File: config.mk
export PLATFORM = sky130hd
export DESIGN_NAME = bank_biu_rd_flat
export DESIGN_NICKNAME = d
export VERILOG_FILES = /design/src/rtl/bank_biu_rd_if.sv /design/src/rtl/bank_biu_rd.sv /design/src/flat_wrapper.sv
export SDC_FILE = /design/constraint.sdc
export NUM_CORES = 1
export LEC_CHECK = 0
export CAP_MARGIN = 0
export CORE_AREA = 2 2 196 198
export CTS_CLUSTER_DIAMETER = 40
export DETAILED_ROUTE_END_ITERATION = 12
export DIE_AREA = 0 0 198 200
export GPL_TIMING_DRIVEN = 0
export PLACE_DENSITY = 0.59
export SKIP_CTS_REPAIR_TIMING = 1
export SYNTH_ARGS = -nofsm -noshare
export SYNTH_HDL_FRONTEND = slang
export SYNTH_SLANG_ARGS = --single-unit
export TNS_END_PERCENT = 10
File: constraint.sdc
create_clock -name clk_i -period 4.4 [get_ports clk_i]
set_input_delay 0.66 -clock clk_i [delete_from_list [all_inputs] [get_ports clk_i]]
set_output_delay 0.66 -clock clk_i [all_outputs]
set_load 0.01 [all_outputs]
File: src/rtl/bank_biu_rd_if.sv
// bank_biu_rd_if: HTU request, AXI AR/R, ISU line and error signals of the linefill read BIU
interface bank_biu_rd_if #(
   parameter int ADDR_WIDTH = 32
);
   logic                  htu_biu_valid_i;
   logic                  htu_biu_ready_o;
   logic [ADDR_WIDTH-1:0] htu_biu_addr_i;
   logic [2:0]            htu_biu_set_i;
   logic [2:0]            htu_biu_way_i;
   logic                  axi_arvalid_o;
   logic                  axi_arready_i;
   logic [ADDR_WIDTH-1:0] axi_araddr_o;
   logic [5:0]            axi_arid_o;
   logic [7:0]            axi_arlen_o;
   logic [2:0]            axi_arsize_o;
   logic [1:0]            axi_arburst_o;
   logic                  axi_rvalid_i;
   logic                  axi_rready_o;
   logic [127:0]          axi_rdata_i;
   logic [5:0]            axi_rid_i;
   logic                  axi_rlast_i;
   logic [1:0]            axi_rresp_i;
   logic                  biu_isu_rvalid_o;
   logic                  biu_isu_rready_i;
   logic [255:0]          biu_isu_rdata_o;
   logic [5:0]            biu_isu_rid_o;
   logic                  biu_err_o;
   logic [5:0]            biu_err_id_o;
   modport slave (
      input  htu_biu_valid_i, htu_biu_addr_i, htu_biu_set_i, htu_biu_way_i,
      output htu_biu_ready_o,
      output axi_arvalid_o, axi_araddr_o, axi_arid_o, axi_arlen_o, axi_arsize_o, axi_arburst_o,
      input  axi_arready_i,
      input  axi_rvalid_i, axi_rdata_i, axi_rid_i, axi_rlast_i, axi_rresp_i,
      output axi_rready_o,
      output biu_isu_rvalid_o, biu_isu_rdata_o, biu_isu_rid_o,
      input  biu_isu_rready_i,
      output biu_err_o, biu_err_id_o
   );
   modport master (
      output htu_biu_valid_i, htu_biu_addr_i, htu_biu_set_i, htu_biu_way_i,
      input  htu_biu_ready_o,
      input  axi_arvalid_o, axi_araddr_o, axi_arid_o, axi_arlen_o, axi_arsize_o, axi_arburst_o,
      output axi_arready_i,
      output axi_rvalid_i, axi_rdata_i, axi_rid_i, axi_rlast_i, axi_rresp_i,
      input  axi_rready_o,
      input  biu_isu_rvalid_o, biu_isu_rdata_o, biu_isu_rid_o,
      output biu_isu_rready_i,
      input  biu_err_o, biu_err_id_o
   );
endinterface

File: src/rtl/bank_biu_rd.sv
// bank_biu_rd: linefill read BIU (HTU -> AXI AR, 2x128b R beats -> 256b ISU line); BANK_BIU_RRESP_CHK_EN enables response checking
module bank_biu_rd #(
   parameter int ADDR_WIDTH      = 32,
   parameter int MAX_OUTSTANDING = 8
) (
   input logic          clk_i,
   input logic          rst_i,
   bank_biu_rd_if.slave bus
);
   localparam int CW = $clog2(MAX_OUTSTANDING + 1);
   localparam logic [CW-1:0] MAX_CNT = CW'(MAX_OUTSTANDING);
   typedef enum logic [1:0] {BEAT0, BEAT1, OUT} state_t;
   state_t                state_q, state_d;
   logic [CW-1:0]         cnt_q, cnt_d;
   logic                  arvalid_q, arvalid_d;
   logic [ADDR_WIDTH-1:0] araddr_q, araddr_d;
   logic [5:0]            arid_q, arid_d;
   logic [7:0]            arlen_q, arlen_d;
   logic [2:0]            arsize_q, arsize_d;
   logic [1:0]            arburst_q, arburst_d;
   logic [255:0]          rdata_q, rdata_d;
   logic [5:0]            rid_q, rid_d;
   logic                  htu_acc, beat, isu_hs;
   logic                  unused_addr;
   assign unused_addr = ^bus.htu_biu_addr_i[4:0];
   assign bus.htu_biu_ready_o  = (~arvalid_q | bus.axi_arready_i) & (cnt_q < MAX_CNT);
   assign bus.axi_arvalid_o    = arvalid_q;
   assign bus.axi_araddr_o     = araddr_q;
   assign bus.axi_arid_o       = arid_q;
   assign bus.axi_arlen_o      = arlen_q;
   assign bus.axi_arsize_o     = arsize_q;
   assign bus.axi_arburst_o    = arburst_q;
   assign bus.axi_rready_o     = state_q != OUT;
   assign bus.biu_isu_rvalid_o = state_q == OUT;
   assign bus.biu_isu_rdata_o  = rdata_q;
   assign bus.biu_isu_rid_o    = rid_q;
   assign htu_acc = bus.htu_biu_valid_i & bus.htu_biu_ready_o;
   assign beat    = bus.axi_rvalid_i & bus.axi_rready_o;
   assign isu_hs  = bus.biu_isu_rvalid_o & bus.biu_isu_rready_i;
   // next state: AR slot reloads on acceptance, line assembled beat by beat and held until the ISU takes it
   always_comb begin
      cnt_d     = cnt_q + CW'(htu_acc) - CW'(isu_hs);
      arvalid_d = htu_acc | (arvalid_q & ~bus.axi_arready_i);
      araddr_d  = htu_acc ? {bus.htu_biu_addr_i[ADDR_WIDTH-1:5], 5'b0} : araddr_q;
      arid_d    = htu_acc ? {bus.htu_biu_set_i, bus.htu_biu_way_i} : arid_q;
      arlen_d   = htu_acc ? 8'd1 : arlen_q;
      arsize_d  = htu_acc ? 3'd4 : arsize_q;
      arburst_d = htu_acc ? 2'b01 : arburst_q;
      state_d   = state_q;
      rdata_d   = rdata_q;
      rid_d     = rid_q;
      if (beat && state_q == BEAT0) begin
         rdata_d[127:0] = bus.axi_rdata_i;
         rid_d          = bus.axi_rid_i;
         state_d        = BEAT1;
      end else if (beat && state_q == BEAT1) begin
         rdata_d[255:128] = bus.axi_rdata_i;
         state_d          = OUT;
      end else if (isu_hs) begin
         state_d = BEAT0;
      end
   end
   // state registers; reset drops any in-flight request, burst or line
   always_ff @(posedge clk_i) begin
      if (rst_i) begin
         state_q   <= BEAT0;
         cnt_q     <= '0;
         arvalid_q <= 1'b0;
         araddr_q  <= '0;
         arid_q    <= '0;
         arlen_q   <= '0;
         arsize_q  <= '0;
         arburst_q <= '0;
         rdata_q   <= '0;
         rid_q     <= '0;
      end else begin
         state_q   <= state_d;
         cnt_q     <= cnt_d;
         arvalid_q <= arvalid_d;
         araddr_q  <= araddr_d;
         arid_q    <= arid_d;
         arlen_q   <= arlen_d;
         arsize_q  <= arsize_d;
         arburst_q <= arburst_d;
         rdata_q   <= rdata_d;
         rid_q     <= rid_d;
      end
   end
`ifdef BANK_BIU_RRESP_CHK_EN
   logic       err_q, err_d, bad;
   logic [5:0] err_id_q, err_id_d;
   assign bad = beat & ((bus.axi_rresp_i != 2'b00) |
                        (state_q == BEAT1 && bus.axi_rid_i != rid_q) |
                        (bus.axi_rlast_i != (state_q == BEAT1)));
   // sticky error flag; the ID is latched only for the first bad beat
   always_comb begin
      err_d    = err_q | bad;
      err_id_d = (bad & ~err_q) ? bus.axi_rid_i : err_id_q;
   end
   // error registers
   always_ff @(posedge clk_i) begin
      if (rst_i) begin
         err_q    <= 1'b0;
         err_id_q <= '0;
      end else begin
         err_q    <= err_d;
         err_id_q <= err_id_d;
      end
   end
   assign bus.biu_err_o    = err_q;
   assign bus.biu_err_id_o = err_id_q;
`else
   logic unused_chk;
   assign unused_chk       = ^{bus.axi_rresp_i, bus.axi_rlast_i};
   assign bus.biu_err_o    = 1'b0;
   assign bus.biu_err_id_o = '0;
`endif
endmodule
File: src/flat_wrapper.sv
// flat-port wrapper written by rule: the top's interface ports become plain ports
module bank_biu_rd_flat 
#(
   parameter int ADDR_WIDTH      = 32,
   parameter int MAX_OUTSTANDING = 8
)
  (clk_i, rst_i, bus_htu_biu_valid_i, bus_htu_biu_addr_i, bus_htu_biu_set_i, bus_htu_biu_way_i, bus_htu_biu_ready_o, bus_axi_arvalid_o, bus_axi_araddr_o, bus_axi_arid_o, bus_axi_arlen_o, bus_axi_arsize_o, bus_axi_arburst_o, bus_axi_arready_i, bus_axi_rvalid_i, bus_axi_rdata_i, bus_axi_rid_i, bus_axi_rlast_i, bus_axi_rresp_i, bus_axi_rready_o, bus_biu_isu_rvalid_o, bus_biu_isu_rdata_o, bus_biu_isu_rid_o, bus_biu_isu_rready_i, bus_biu_err_o, bus_biu_err_id_o);
  bank_biu_rd_if #(.ADDR_WIDTH(ADDR_WIDTH)) bus_i ();
  input logic clk_i;
  input logic rst_i;
  input wire logic [$bits(bus_i.htu_biu_valid_i)-1:0] bus_htu_biu_valid_i;
  input wire logic [$bits(bus_i.htu_biu_addr_i)-1:0] bus_htu_biu_addr_i;
  input wire logic [$bits(bus_i.htu_biu_set_i)-1:0] bus_htu_biu_set_i;
  input wire logic [$bits(bus_i.htu_biu_way_i)-1:0] bus_htu_biu_way_i;
  output wire logic [$bits(bus_i.htu_biu_ready_o)-1:0] bus_htu_biu_ready_o;
  output wire logic [$bits(bus_i.axi_arvalid_o)-1:0] bus_axi_arvalid_o;
  output wire logic [$bits(bus_i.axi_araddr_o)-1:0] bus_axi_araddr_o;
  output wire logic [$bits(bus_i.axi_arid_o)-1:0] bus_axi_arid_o;
  output wire logic [$bits(bus_i.axi_arlen_o)-1:0] bus_axi_arlen_o;
  output wire logic [$bits(bus_i.axi_arsize_o)-1:0] bus_axi_arsize_o;
  output wire logic [$bits(bus_i.axi_arburst_o)-1:0] bus_axi_arburst_o;
  input wire logic [$bits(bus_i.axi_arready_i)-1:0] bus_axi_arready_i;
  input wire logic [$bits(bus_i.axi_rvalid_i)-1:0] bus_axi_rvalid_i;
  input wire logic [$bits(bus_i.axi_rdata_i)-1:0] bus_axi_rdata_i;
  input wire logic [$bits(bus_i.axi_rid_i)-1:0] bus_axi_rid_i;
  input wire logic [$bits(bus_i.axi_rlast_i)-1:0] bus_axi_rlast_i;
  input wire logic [$bits(bus_i.axi_rresp_i)-1:0] bus_axi_rresp_i;
  output wire logic [$bits(bus_i.axi_rready_o)-1:0] bus_axi_rready_o;
  output wire logic [$bits(bus_i.biu_isu_rvalid_o)-1:0] bus_biu_isu_rvalid_o;
  output wire logic [$bits(bus_i.biu_isu_rdata_o)-1:0] bus_biu_isu_rdata_o;
  output wire logic [$bits(bus_i.biu_isu_rid_o)-1:0] bus_biu_isu_rid_o;
  input wire logic [$bits(bus_i.biu_isu_rready_i)-1:0] bus_biu_isu_rready_i;
  output wire logic [$bits(bus_i.biu_err_o)-1:0] bus_biu_err_o;
  output wire logic [$bits(bus_i.biu_err_id_o)-1:0] bus_biu_err_id_o;
  assign bus_i.htu_biu_valid_i = bus_htu_biu_valid_i;
  assign bus_i.htu_biu_addr_i = bus_htu_biu_addr_i;
  assign bus_i.htu_biu_set_i = bus_htu_biu_set_i;
  assign bus_i.htu_biu_way_i = bus_htu_biu_way_i;
  assign bus_htu_biu_ready_o = bus_i.htu_biu_ready_o;
  assign bus_axi_arvalid_o = bus_i.axi_arvalid_o;
  assign bus_axi_araddr_o = bus_i.axi_araddr_o;
  assign bus_axi_arid_o = bus_i.axi_arid_o;
  assign bus_axi_arlen_o = bus_i.axi_arlen_o;
  assign bus_axi_arsize_o = bus_i.axi_arsize_o;
  assign bus_axi_arburst_o = bus_i.axi_arburst_o;
  assign bus_i.axi_arready_i = bus_axi_arready_i;
  assign bus_i.axi_rvalid_i = bus_axi_rvalid_i;
  assign bus_i.axi_rdata_i = bus_axi_rdata_i;
  assign bus_i.axi_rid_i = bus_axi_rid_i;
  assign bus_i.axi_rlast_i = bus_axi_rlast_i;
  assign bus_i.axi_rresp_i = bus_axi_rresp_i;
  assign bus_axi_rready_o = bus_i.axi_rready_o;
  assign bus_biu_isu_rvalid_o = bus_i.biu_isu_rvalid_o;
  assign bus_biu_isu_rdata_o = bus_i.biu_isu_rdata_o;
  assign bus_biu_isu_rid_o = bus_i.biu_isu_rid_o;
  assign bus_i.biu_isu_rready_i = bus_biu_isu_rready_i;
  assign bus_biu_err_o = bus_i.biu_err_o;
  assign bus_biu_err_id_o = bus_i.biu_err_id_o;
  bank_biu_rd #(.ADDR_WIDTH(ADDR_WIDTH), .MAX_OUTSTANDING(MAX_OUTSTANDING)) u_core (.clk_i(clk_i), .rst_i(rst_i), .bus(bus_i));
endmodule
==> summary.txt, run 1 <==
Die
  – Die X: slightly below 200 um
  – Die footprint: just under 40000 um2
  – Row cnt: 71
  – Chip height: approximately 200 um
  – Initial Utilization: 29.4%
  – Core Region: approximately 37000 um2
  – I/O pins: about 510

Clocking
  – CTS Buffer Depth: 3
  – Worst skew pair latency: 0.57 ns
  – Clock Sinks: 303
  – H-tree Lvls: 2
  – Num CTS Buffers: 49
  – CTS tree: done
  – Root Driver: clkbuf_16
  – Worst-path clk slew: around 0.05 ns

Synth
  – Synth area leader: dfxtp_1
  – Number of synthesized flops with an enable pin: 0
  – Mapped Area: approximately 11000 um2
  – Synth Flop Type: dfxtp_1
  – Most common cell in the netlist: nand2_1
  – Post-synthesis sequential area ratio: between 50% and 60%
  – Yosys top cell area share: between 50% and 60%
  – Mean area per synthesized cell: ~8 um2
  – Synth cell count leaders: 524 x nand2_1, 303 x dfxtp_1, 301 x a21oi_1, 54 x clkbuf_1, 44 x buf_2
  – Synth Register Bits: between 300 and 400
  – Cells after Synth: roughly 1400
  – Syn. warnings: 0
  – Post-synthesis async set-or-reset flop share: 0%
  – Yosys cell types: 28
  – Main area contributors after synthesis: dfxtp_1 55%, nand2_1 18%, a21oi_1 14%

GRT
  – Global-route wire length before repair: roughly 65000 um
  – GRT Util Overall: between 20 and 25%
  – Total congestion overflow: 0
  – GR Util met3: approximately 8.5%
  – Met2 Use GR: 37.8%
  – Largest net degree at the start of global routing: 14
  – Busiest layer in global routing: met2
  – Vias in the first global route: between 10000 and 15000
  – Initial antenna violation count: 3
  – Met1 Use GR: 23.8%

STA
  – Hold WS: ~0.45 ns
  – Worst setup margin: roughly 1.3 ns
  – Final hold violations: 0
  – Setup TNS: 0 ns
  – Tightest Pin Transition: about 0.99 ns
  – Unrepaired setup endpoints after global routing: false
  – Clk_skew: between 0.015 and 0.02 ns
  – Max transition margin: between 30% and 40%
  – Tcrit/Tclk final: 71.2%
  – Max Freq: between 300 and 400 MHz
  – Max-slew violation count: 0
  – Setup Viol. Count Final: 0
  – Final min period: 3.13 ns

Drt
  – Antenna Violating Nets Remaining: 0
  – DRT Pass-1 Iters: 6
  – Post-DR wirelength/cell: 18.1 um
  – Vias per std cell: roughly 4.6
  – Number of DRC markers in iteration 0: 429
  – Vias: 11300
  – DRC errors left: 0
  – Routed WL: approximately 45000 um

Job
  – Max-Cap Viols: 0

Worst setup path
  – Critical Path AT: roughly 2.5 ns
  – Crit-path cells: clkdlybuf4s50_1 -> nor2b_1 -> clkbuf_1 -> clkbuf_1 -> nor2_1 -> clkdlybuf4s50_1
  – RR Endpoint: u_core.cnt_q[2]$_SDFF_PP0_
  – Worst r2r path cells: 9
  – Largest stage delay, worst path: approximately 0.52 ns
  – Crit-path slowest cell: clkdlybuf4s50_1
  – Critical path buffers and inverters: 4
  – CP top delay family: buffers and inverters
  – Crit. End Element: output port
  – Top fanout value on the critical path: 10
  – Startpoint type of the worst setup path: input pin
  – Critical Path RT: around 3.7 ns
  – Worst Setup Path Type: input pin to output port
  – Reg-to-reg startpoint: u_core.state_q[1]$_SDFFE_PP0P_
  – R2r setup slk: 2.02 ns

Place
  – Placed cell count: ~2400
  – Dpl ws: between 1 and 1.5 ns
  – Gp weighted congestion: 0.881
  – Port bufs: approximately 470
  – Detail Placement HPWL: 33400 um

Outcome
  – Status: finished, final reports clean

Finish
  – Post-Layout Cell Count: 2466
  – Nets@finish: 2101
  – Synthesis-to-layout area growth: 65.7%
  – Fraction of layout cells with a size suffix above 1: about 8.4%

Power
  – Peak VDD IR: ~400 uV
  – Leak: around 6.7 nW
  – Pwr Density: 465 nW/um2
  – Total power: 8.45 mW

Hold path
  – Cells on Worst Hold Path: 2
  – Worst hold start: u_core.bus.biu_isu_rdata_o[93]$_SDFFE_PP0P_
  – Hold crit path type: flop to flop
  – Hold Crit Endpoint: u_core.bus.biu_isu_rdata_o[93]$_SDFFE_PP0P_
==> final cells by class <==
class / count / area (um2)
antenna: 1 / 2.50
buffer: 138 / 734
clock buffer: 60 / 1310
clock inverter: 30 / 457
fill: 3666 / 19200
inverter: 12 / 45.0
multi-input combinational: 939 / 4210
sequential: 303 / 6070
tap: 511 / 639
timing repair buffer: 472 / 4720
==> flip-flops by register name (all words and copies together), names as in the netlist <==
| register | flops |
|---|---|
| u_core.bus.biu_isu_rdata_o | 256 |
| u_core.bus.axi_arlen_o | 1 |
| u_core.bus.axi_araddr_o | 27 |
| u_core.bus.biu_isu_rid_o | 6 |
| u_core.bus.axi_arvalid_o | 1 |
| u_core.cnt_q | 4 |
| u_core.bus.axi_arid_o | 6 |
| u_core.state_q | 2 |
==> per-layer routing <==
layer	vias up	part of all wire, %
met5	-	0.058
met4	4	3.1
met3	82	9.7
met2	432	48
met1	5213	39
li1	5574	-
==> kinds of logic after synthesis <==
| kind of cell | synth area share, % |
|---|---|
| fa+ha+maj | 0.638 |
| compound gates | 16.1 |
| flops | 55.3 |
| simple gates | 20.7 |
| buf+inv | 7.10 |
| other cells | 0.0342 |
| xor+xnor | 0.160 |
==> worst max path at each step <==
stage | start | end | slack [ns] | depth (start not counted)
detailed placement | bus_axi_arready_i | bus_htu_biu_ready_o | 1.26 | 6
finish | bus_axi_arready_i | bus_htu_biu_ready_o | 1.27 | 6
global placement | bus_axi_arready_i | bus_htu_biu_ready_o | 1.26 | 6
global route | bus_axi_arready_i | bus_htu_biu_ready_o | 1.15 | 6
floorplan | bus_axi_arready_i | bus_htu_biu_ready_o | 2.37 | 4
CTS | bus_axi_arready_i | bus_htu_biu_ready_o | 1.24 | 6
==> through the flow <==
step,instance area [um2],utilization (%)
2_1_floorplan,11100,-
3_3_place_gp,16400,43.9
3_5_place_dp,16400,43.9
4_1_cts,18200,48.6
5_1_grt,18200,48.6
6_report,18200,48.6
==> worst reg2reg max path: stages (launching register included) <==
cell and delay, ns:
dfxtp_1 0.42, nor2b_1 0.48, and2_1 0.28, ha_1 0.25, inv_1 0.06, ha_1 0.15, inv_1 0.06, fa_1 0.38
xor2_1 0.14, nor2_1 0.05
==> report_power, final <==
part           switching [mW]  leakage [nW]  internal, mW  total, mW
clock network            1.42         0.859          2.71       4.14
logic                   0.666          3.41         0.623       1.29
registers              0.0999          2.48          2.93       3.03
total                    2.19          6.74          6.26       8.45
==> cell usage in the layout, fill, tap and decap left out, types with 4 or more instances in the layout <==
cell	Yosys	routed
a21oi_1	301	301
buf_2	44	44
buf_4	31	31
buf_6	6	6
bufinv_16	0	10
clkbuf_1	54	61
clkbuf_16	0	49
clkbuf_8	0	4
clkdlybuf4s50_1	0	472
clkinv_2	0	8
conb_1	1	22
dfxtp_1	303	303
ha_1	4	4
inv_1	11	11
inv_6	0	6
nand2_1	524	524
nand4_1	33	33
o31ai_1	33	33
Note: power is estimated with default switching activity, not from simulation.
==> run 2, diff against run 1 <==
--- a/config.mk
+++ b/config.mk
@@ -6,12 +6,12 @@
 export NUM_CORES = 1
 export LEC_CHECK = 0
 export CAP_MARGIN = 0
-export CORE_AREA = 2 2 196 198
+export CORE_AREA = 2 2 247 127
 export CTS_CLUSTER_DIAMETER = 40
 export DETAILED_ROUTE_END_ITERATION = 12
-export DIE_AREA = 0 0 198 200
+export DIE_AREA = 0 0 249 129
 export GPL_TIMING_DRIVEN = 0
-export PLACE_DENSITY = 0.59
+export PLACE_DENSITY = 0.74
 export SKIP_CTS_REPAIR_TIMING = 1
 export SYNTH_ARGS = -nofsm -noshare
 export SYNTH_HDL_FRONTEND = slang
==> constraint.sdc (replaced) <==
create_clock -name clk_i -period 2.8 [get_ports clk_i]
set_input_delay 0.42 -clock clk_i [delete_from_list [all_inputs] [get_ports clk_i]]
set_output_delay 0.42 -clock clk_i [all_outputs]
set_load 0.01 [all_outputs]
==> run 2 against run 1 <==
  * First-iteration DRC count is 79% higher
  * Critical path type is now flop to output port
  * Combinational power is 57% higher
  * Flip-flop and latch count stayed put
  * Routed wire length is 4.4% lower
  * Largest power group is now sequential cells
  * Register-to-register slack worse by 1.4 ns
  * Largest cell class unchanged
  * Sequential share of layout area is 1.6 points higher
  * Total power is 32% higher
  * Utilization is 9.4 points higher
  * Sequential power is 57% higher
  * Critical endpoint unchanged
  * Count of clock-buffer cells in the layout is 16 lower
==> summary.txt, run 2 (same netlist as run 1, synthesis figures left out) <==
Worst setup path
  – Startpoint type of the worst setup path: flop (was input pin)
  – Worst Setup Path Type: flop to output port (was input pin to output port)
  – Critical path buffers and inverters: 3 (was 4)
  – Crit-path cells: nor2b_1 -> clkbuf_1 -> clkbuf_2 -> nor2_1 -> clkdlybuf4s50_1 (was clkdlybuf4s50_1 -> nor2b_1 -> clkbuf_1 -> clkbuf_1 -> nor2_1 -> clkdlybuf4s50_1)
  – Crit. End Element: output port (unchanged)
  – Crit-path slowest cell: clkdlybuf4s50_1 (unchanged)
  – Largest stage delay, worst path: 0.49 ns (was 0.52 ns)
  – Top fanout value on the critical path: 10 (unchanged)
  – Critical Path RT: 2.38 ns (was 3.74 ns)
  – Critical Path AT: 2.21 ns (was 2.47 ns)
  – CP top delay family: buffers and inverters (unchanged)

Place
  – Gp weighted congestion: 0.920 (was 0.881)
  – Port bufs: 472 (unchanged)
  – Detail Placement HPWL: 32500 um (was 33400 um)
  – Dpl ws: 0.207 ns (was 1.26 ns)

STA
  – Max Freq: 380 MHz
  – Setup Viol. Count Final: 0 (unchanged)
  – Max transition margin: 39.2% (was 33.9%)
  – Tcrit/Tclk final: between 90% and 100%
  – Max-slew violation count: 0 (unchanged)
  – Worst setup margin: 0.165 ns (was 1.27 ns)
  – Final min period: between 2 and 3 ns
  – Final hold violations: 0 (unchanged)
  – Tightest Pin Transition: 0.912 ns (was 0.992 ns)
  – Unrepaired setup endpoints after global routing: false (unchanged)
  – Clk_skew: 0.00735 ns (was 0.0198 ns)
  – Setup TNS: 0 ns (unchanged)

GRT
  – Global-route wire length before repair: 62600 um (was 65000 um)
  – Initial antenna violation count: 2 (was 3)
  – Vias in the first global route: 10600 (was 11000)
  – GRT Util Overall: 24.9% (was 21.7%)
  – Largest net degree at the start of global routing: 16 (was 14)
  – Total congestion overflow: 0 (unchanged)

Clocking
  – H-tree Lvls: 1 (was 2)
  – CTS Buffer Depth: 3 (unchanged)
  – Num CTS Buffers: 31 (was 49)
  – Worst-path clk slew: 0.06 ns (was 0.05 ns)
  – Root Driver: clkbuf_16 (unchanged)
  – Clock Sinks: 303 (unchanged)
  – Worst skew pair latency: 0.56 ns (was 0.57 ns)
  – CTS tree: done (unchanged)

Drt
  – Antenna Violating Nets Remaining: 0 (unchanged)
  – Vias: 11500 (was 11300)
  – Post-DR wirelength/cell: 18.4 um (was 18.1 um)
  – Routed WL: 42600 um (was 44600 um)
  – DRT Pass-1 Iters: 6 (unchanged)
  – Number of DRC markers in iteration 0: 767 (was 429)
  – DRC errors left: 0 (unchanged)
  – Vias per std cell: 4.97 (was 4.58)

Finish
  – Nets@finish: 2083 (was 2101)
  – Max reg flops: 256 (unchanged)
  – Filler Cells Inserted: 2645 (was 3666)
  – Most common cell after layout, fill and taps aside: nand2_1 (unchanged)
  – Most frequent cells in the layout: 524 x nand2_1, 472 x clkdlybuf4s50_1, 303 x dfxtp_1 (unchanged)
  – Fraction of layout cells with a size suffix above 1: 6.88% (was 8.39%)
  – Synthesis-to-layout area growth: 58.2% (was 65.7%)

Die
  – I/O pins: 505 (unchanged)
  – Row cnt: 45 (was 71)
  – Die X: 249 um (was 198 um)
  – Chip height: 129 um (was 200 um)
  – Core Region: 29900 um2 (was 37400 um2)
  – Die footprint: 32100 um2 (was 39600 um2)
  – Initial Utilization: 36.7% (was 29.4%)

Outcome
  – Status: finished, final reports clean (unchanged)

Hold path
  – Hold crit path type: input pin to flop (was flop to flop)

Power
  – Pwr Density: 642 nW/um2 (was 465 nW/um2)
  – Peak VDD IR: 462 uV (was 392 uV)
  – Leak: 6.41 nW (was 6.74 nW)

Job
  – Max-Cap Viols: 0 (unchanged)
==> run 2: changes by cell type in the layout (fill, tap and decap cells not counted), sizes merged <==
cell      change
bufinv        -6
clkbuf       -16
clkinvlp      -1
inv           -4
clkinv        -7
==> run 2: per-stage QoR <==
stage | hold slack (ns) | std cells | total power, mW | util [%] | instance area [um2]
4_1_cts | 0.256 | 2319 | 11.2 | 58.1 | 17400
5_1_grt | 0.308 | 2320 | 11.6 | 58.1 | 17400
3_5_place_dp | 0.446 | 2263 | 6.85 | 54.5 | 16300
6_report | 0.294 | 2320 | 11.1 | 58.1 | 17400
2_1_floorplan | 0.481 | 1392 | 5.73 | - | 11100
3_3_place_gp | 0.441 | 2263 | 6.81 | 54.5 | 16300
==> run 2: per-layer routing <==
layer,GRT usage [%],wire length (um),up-vias
li1,-,-,5529
met3,6.60,3350,77
met4,7.66,1200,2
met1,32.8,18600,5437
met5,0,13,-
met2,40.4,19500,484
==> run 2: path summary, 6_finish.rpt <==
check                                               start                                            to  slack (ns)  depth (start not counted)
max                   u_core.bus.axi_arvalid_o$_SDFF_PP0_                           bus_htu_biu_ready_o        0.17                          5
min reg2reg  u_core.bus.biu_isu_rdata_o[102]$_SDFFE_PP0P_  u_core.bus.biu_isu_rdata_o[102]$_SDFFE_PP0P_        0.45                          2
max reg2reg                u_core.state_q[1]$_SDFFE_PP0P_                    u_core.cnt_q[2]$_SDFF_PP0_        0.62                          9
min                                   bus_htu_biu_valid_i      u_core.bus.axi_araddr_o[31]$_SDFFE_PP0P_        0.29                          3
==> run 2: cell type report <==
cell class	count	area, um2	area share [%]
Sequential cell	303	6070	34.9
Timing Repair Buffer	472	4720	27.2
Buffer	138	736	4.24
Antenna cell	1	2.50	0.0144
Multi-Input combinational cell	939	4210	24.3
Inverter	12	45.0	0.259
Clock buffer	44	895	5.15
Tap cell	399	499	2.88
Clock inverter	12	184	1.06
==> run 2: worst min-delay path: stages <==
cell,delay (ns)
clkbuf_1,0.18
nand4_1,0.15
a21oi_1,0.06
==> run 2: report_power, final <==
part / switching (mW) / total, mW / internal, mW
registers: 0.159 / 4.75 / 4.59
clock network: 1.77 / 4.37 / 2.60
logic: 1.05 / 2.03 / 0.980
total: 2.98 / 11.1 / 8.17
==> run 3, diff against run 2 <==
--- a/config.mk
+++ b/config.mk
@@ -6,12 +6,12 @@
 export NUM_CORES = 1
 export LEC_CHECK = 0
 export CAP_MARGIN = 0
-export CORE_AREA = 2 2 247 127
+export CORE_AREA = 2 2 199 201
 export CTS_CLUSTER_DIAMETER = 40
 export DETAILED_ROUTE_END_ITERATION = 12
-export DIE_AREA = 0 0 249 129
+export DIE_AREA = 0 0 201 203
 export GPL_TIMING_DRIVEN = 0
-export PLACE_DENSITY = 0.74
+export PLACE_DENSITY = 0.58
 export SKIP_CTS_REPAIR_TIMING = 1
 export SYNTH_ARGS = -nofsm -noshare
 export SYNTH_HDL_FRONTEND = slang
==> constraint.sdc (replaced) <==
create_clock -name clk_i -period 3 [get_ports clk_i]
set_input_delay 0.45 -clock clk_i [delete_from_list [all_inputs] [get_ports clk_i]]
set_output_delay 0.45 -clock clk_i [all_outputs]
set_load 0.01 [all_outputs]
==> run 3 against run 2 <==
  * Utilization down 11 points
  * Worst hold slack better by 0.048 ns
  * First-iteration DRC count down 37%
  * Register-to-register slack better by 0.06 ns
  * Sequential share of layout area down 1.4 points
  * Clock skew up 0.011 ns
  * Via count down 1.7%
  * Combinational power down 7%
  * Non-clock buffer count unchanged
  * Largest cell class unchanged
==> summary.txt, run 3 (same netlist as run 1, synthesis figures left out) <==
Outcome
  – Status: finished, final reports clean (unchanged)

Clocking
  – Clock Sinks: 303 (unchanged)
  – Root Driver: clkbuf_16 (unchanged)
  – CTS tree: done (unchanged)
  – Num CTS Buffers: 51 (was 31)
  – Worst skew pair latency: 0.56 ns (about the same)
  – H-tree Lvls: 2 (was 1)
  – Worst-path clk slew: 0.05 ns (was 0.06 ns)
  – CTS Buffer Depth: 3 (unchanged)

STA
  – Final min period: between 2 and 3 ns
  – Max transition margin: 31.1% (was 39.2%)
  – Tcrit/Tclk final: between 90% and 100%
  – Setup Viol. Count Final: 0 (unchanged)
  – Max Freq: 358 MHz
  – Max-slew violation count: 0 (unchanged)
  – Unrepaired setup endpoints after global routing: false (unchanged)
  – Clk_skew: 0.0179 ns (was 0.00735 ns)
  – Tightest Pin Transition: 1.03 ns (was 0.912 ns)
  – Setup TNS: 0 ns (unchanged)
  – Final hold violations: 0 (unchanged)
  – Hold WS: 0.343 ns (was 0.294 ns)

Drt
  – DRT Pass-1 Iters: 5 (was 6)
  – Number of DRC markers in iteration 0: 487 (was 767)
  – Vias per std cell: 4.58 (was 4.97)
  – Routed WL: 44500 um (was 42600 um)
  – Post-DR wirelength/cell: 18.0 um (was 18.4 um)
  – Antenna Violating Nets Remaining: 0 (unchanged)
  – Vias: 11300 (was 11500)
  – DRC errors left: 0 (unchanged)

Job
  – Max-Cap Viols: 0 (unchanged)

Die
  – Initial Utilization: 28.5% (was 36.7%)
  – Die footprint: 40800 um2 (was 32100 um2)
  – Die X: 201 um (was 249 um)
  – Core Region: 38500 um2 (was 29900 um2)
  – I/O pins: 505 (unchanged)
  – Row cnt: 72 (was 45)
  – Chip height: 203 um (was 129 um)

Finish
  – Fraction of layout cells with a size suffix above 1: 8.64% (was 6.88%)
  – Most common cell after layout, fill and taps aside: nand2_1 (unchanged)
  – Post-layout instance area: 18100 um2 (was 17400 um2)
  – Most frequent cells in the layout: 524 x nand2_1, 472 x clkdlybuf4s50_1, 303 x dfxtp_1 (unchanged)
  – FF+latch area: 6070 um2 (unchanged)
  – Max reg flops: 256 (unchanged)
  – Nets@finish: 2103 (was 2083)
  – Filler Cells Inserted: 3856 (was 2645)
  – Footprint of the multi-input gates: 4210 um2 (unchanged)
  – Synthesis-to-layout area growth: 64.8% (was 58.2%)

GRT
  – Vias in the first global route: 11300 (was 10600)
  – Largest net degree at the start of global routing: 13 (was 16)
  – GRT Util Overall: 21.1% (was 24.9%)
  – Global-route wire length before repair: 66300 um (was 62600 um)
  – Total congestion overflow: 0 (unchanged)
  – Initial antenna violation count: 3 (was 2)

Worst setup path
  – Worst Setup Path Type: flop to output port (unchanged)
  – Worst r2r path cells: 9 (unchanged)
  – R2r setup slk: 0.68 ns (was 0.62 ns)
  – Critical Path RT: 2.55 ns (was 2.38 ns)
  – Critical Path AT: 2.34 ns (was 2.21 ns)
  – RR Endpoint: u_core.cnt_q[2]$_SDFF_PP0_ (unchanged)
  – Crit. End Element: output port (unchanged)
  – Top fanout value on the critical path: 10 (unchanged)
  – Startpoint type of the worst setup path: flop (unchanged)
  – Reg-to-reg startpoint: u_core.state_q[1]$_SDFFE_PP0P_ (unchanged)

Hold path
  – Hold Crit Endpoint: u_core.bus.axi_araddr_o[5]$_SDFFE_PP0P_ (was u_core.bus.axi_araddr_o[31]$_SDFFE_PP0P_)
  – Worst hold start: bus_htu_biu_valid_i (unchanged)
  – Cells on Worst Hold Path: 3 (unchanged)
  – Hold crit path type: input pin to flop (unchanged)

Place
  – Detail Placement HPWL: 33500 um (was 32500 um)
  – Gp weighted congestion: 0.847 (was 0.920)
  – Placed Area: 16400 um2 (was 16300 um2)
  – Port bufs: 472 (unchanged)

Power
  – Peak VDD IR: 387 uV (was 462 uV)
  – Pwr Density: 657 nW/um2 (was 642 nW/um2)
  – Leak: 6.69 nW (was 6.41 nW)
-- run 3: changes by cell type in the layout (fill, tap and decap cells not counted) --
| cell | delta |
|---|---|
| clkbuf_16 | +22 |
| clkinv_2 | +10 |
| clkinvlp_4 | +6 |
| bufinv_16 | -3 |
| clkbuf_1 | -2 |
| clkbuf_2 | -1 |
| clkbuf_8 | +1 |
| inv_6 | +1 |
| inv_8 | +1 |
-- run 3: metrics by stage --
stage / cells / util [%] / power, mW / setup slack (ns)
2_1_floorplan: 1392 / - / 5.34 / 1.06
3_3_place_gp: 2382 / 42.7 / 6.39 / 0.291
3_5_place_dp: 2382 / 42.7 / 6.41 / 0.274
4_1_cts: 2473 / 47.0 / 12.0 / 0.175
5_1_grt: 2474 / 47.0 / 12.4 / 0.0460
6_report: 2474 / 47.0 / 11.9 / 0.210
-- run 3: report_power, final --
part           switching [mW]  internal (mW)
Combinational           0.975          0.915
Clock                    2.06           3.50
Sequential              0.148           4.29
-- run 3: cell type report --
| class | count | share of cell area (%) |
|---|---|---|
| well taps | 518 | 3.58 |
| repair buffers | 472 | 26.1 |
| clock inverters | 27 | 1.16 |
| multi-input cells | 939 | 23.3 |
| diodes | 1 | 0.0138 |
| plain buffers | 138 | 4.06 |
| inverters | 12 | 0.249 |
| clock buffers | 64 | 8.00 |
| flip-flops and latches | 303 | 33.5 |
-- run 3: per-layer routing --
layer / vias to the layer above / wire length, um / global-route usage, %
met2: 445 / 21200 / 36.1
met4: 4 / 1170 / 7.43
met3: 74 / 4090 / 7.70
met5: - / 32 / 0
li1: 5565 / - / -
met1: 5245 / 18000 / 24.2
-- run 3: how the worst max path moves through the flow --
stage / startpoint / end / slack [ns]
CTS: u_core.bus.axi_arvalid_o$_SDFF_PP0_ / bus_htu_biu_ready_o / 0.17
global route: u_core.bus.axi_arvalid_o$_SDFF_PP0_ / bus_htu_biu_ready_o / 0.05
global placement: bus_axi_arready_i / bus_htu_biu_ready_o / 0.29
finish: u_core.bus.axi_arvalid_o$_SDFF_PP0_ / bus_htu_biu_ready_o / 0.21
detailed placement: bus_axi_arready_i / bus_htu_biu_ready_o / 0.27
floorplan: u_core.state_q[1]$_SDFFE_PP0P_ / u_core.cnt_q[2]$_SDFF_PP0_ / 1.06
-- run 3: critical path, cell delays in order (launching register included) --
cell,delay (ns)
dfxtp_1,0.34
nor2b_1,0.14
clkbuf_1,0.31
clkbuf_1,0.41
nor2_1,0.09
clkdlybuf4s50_1,0.49
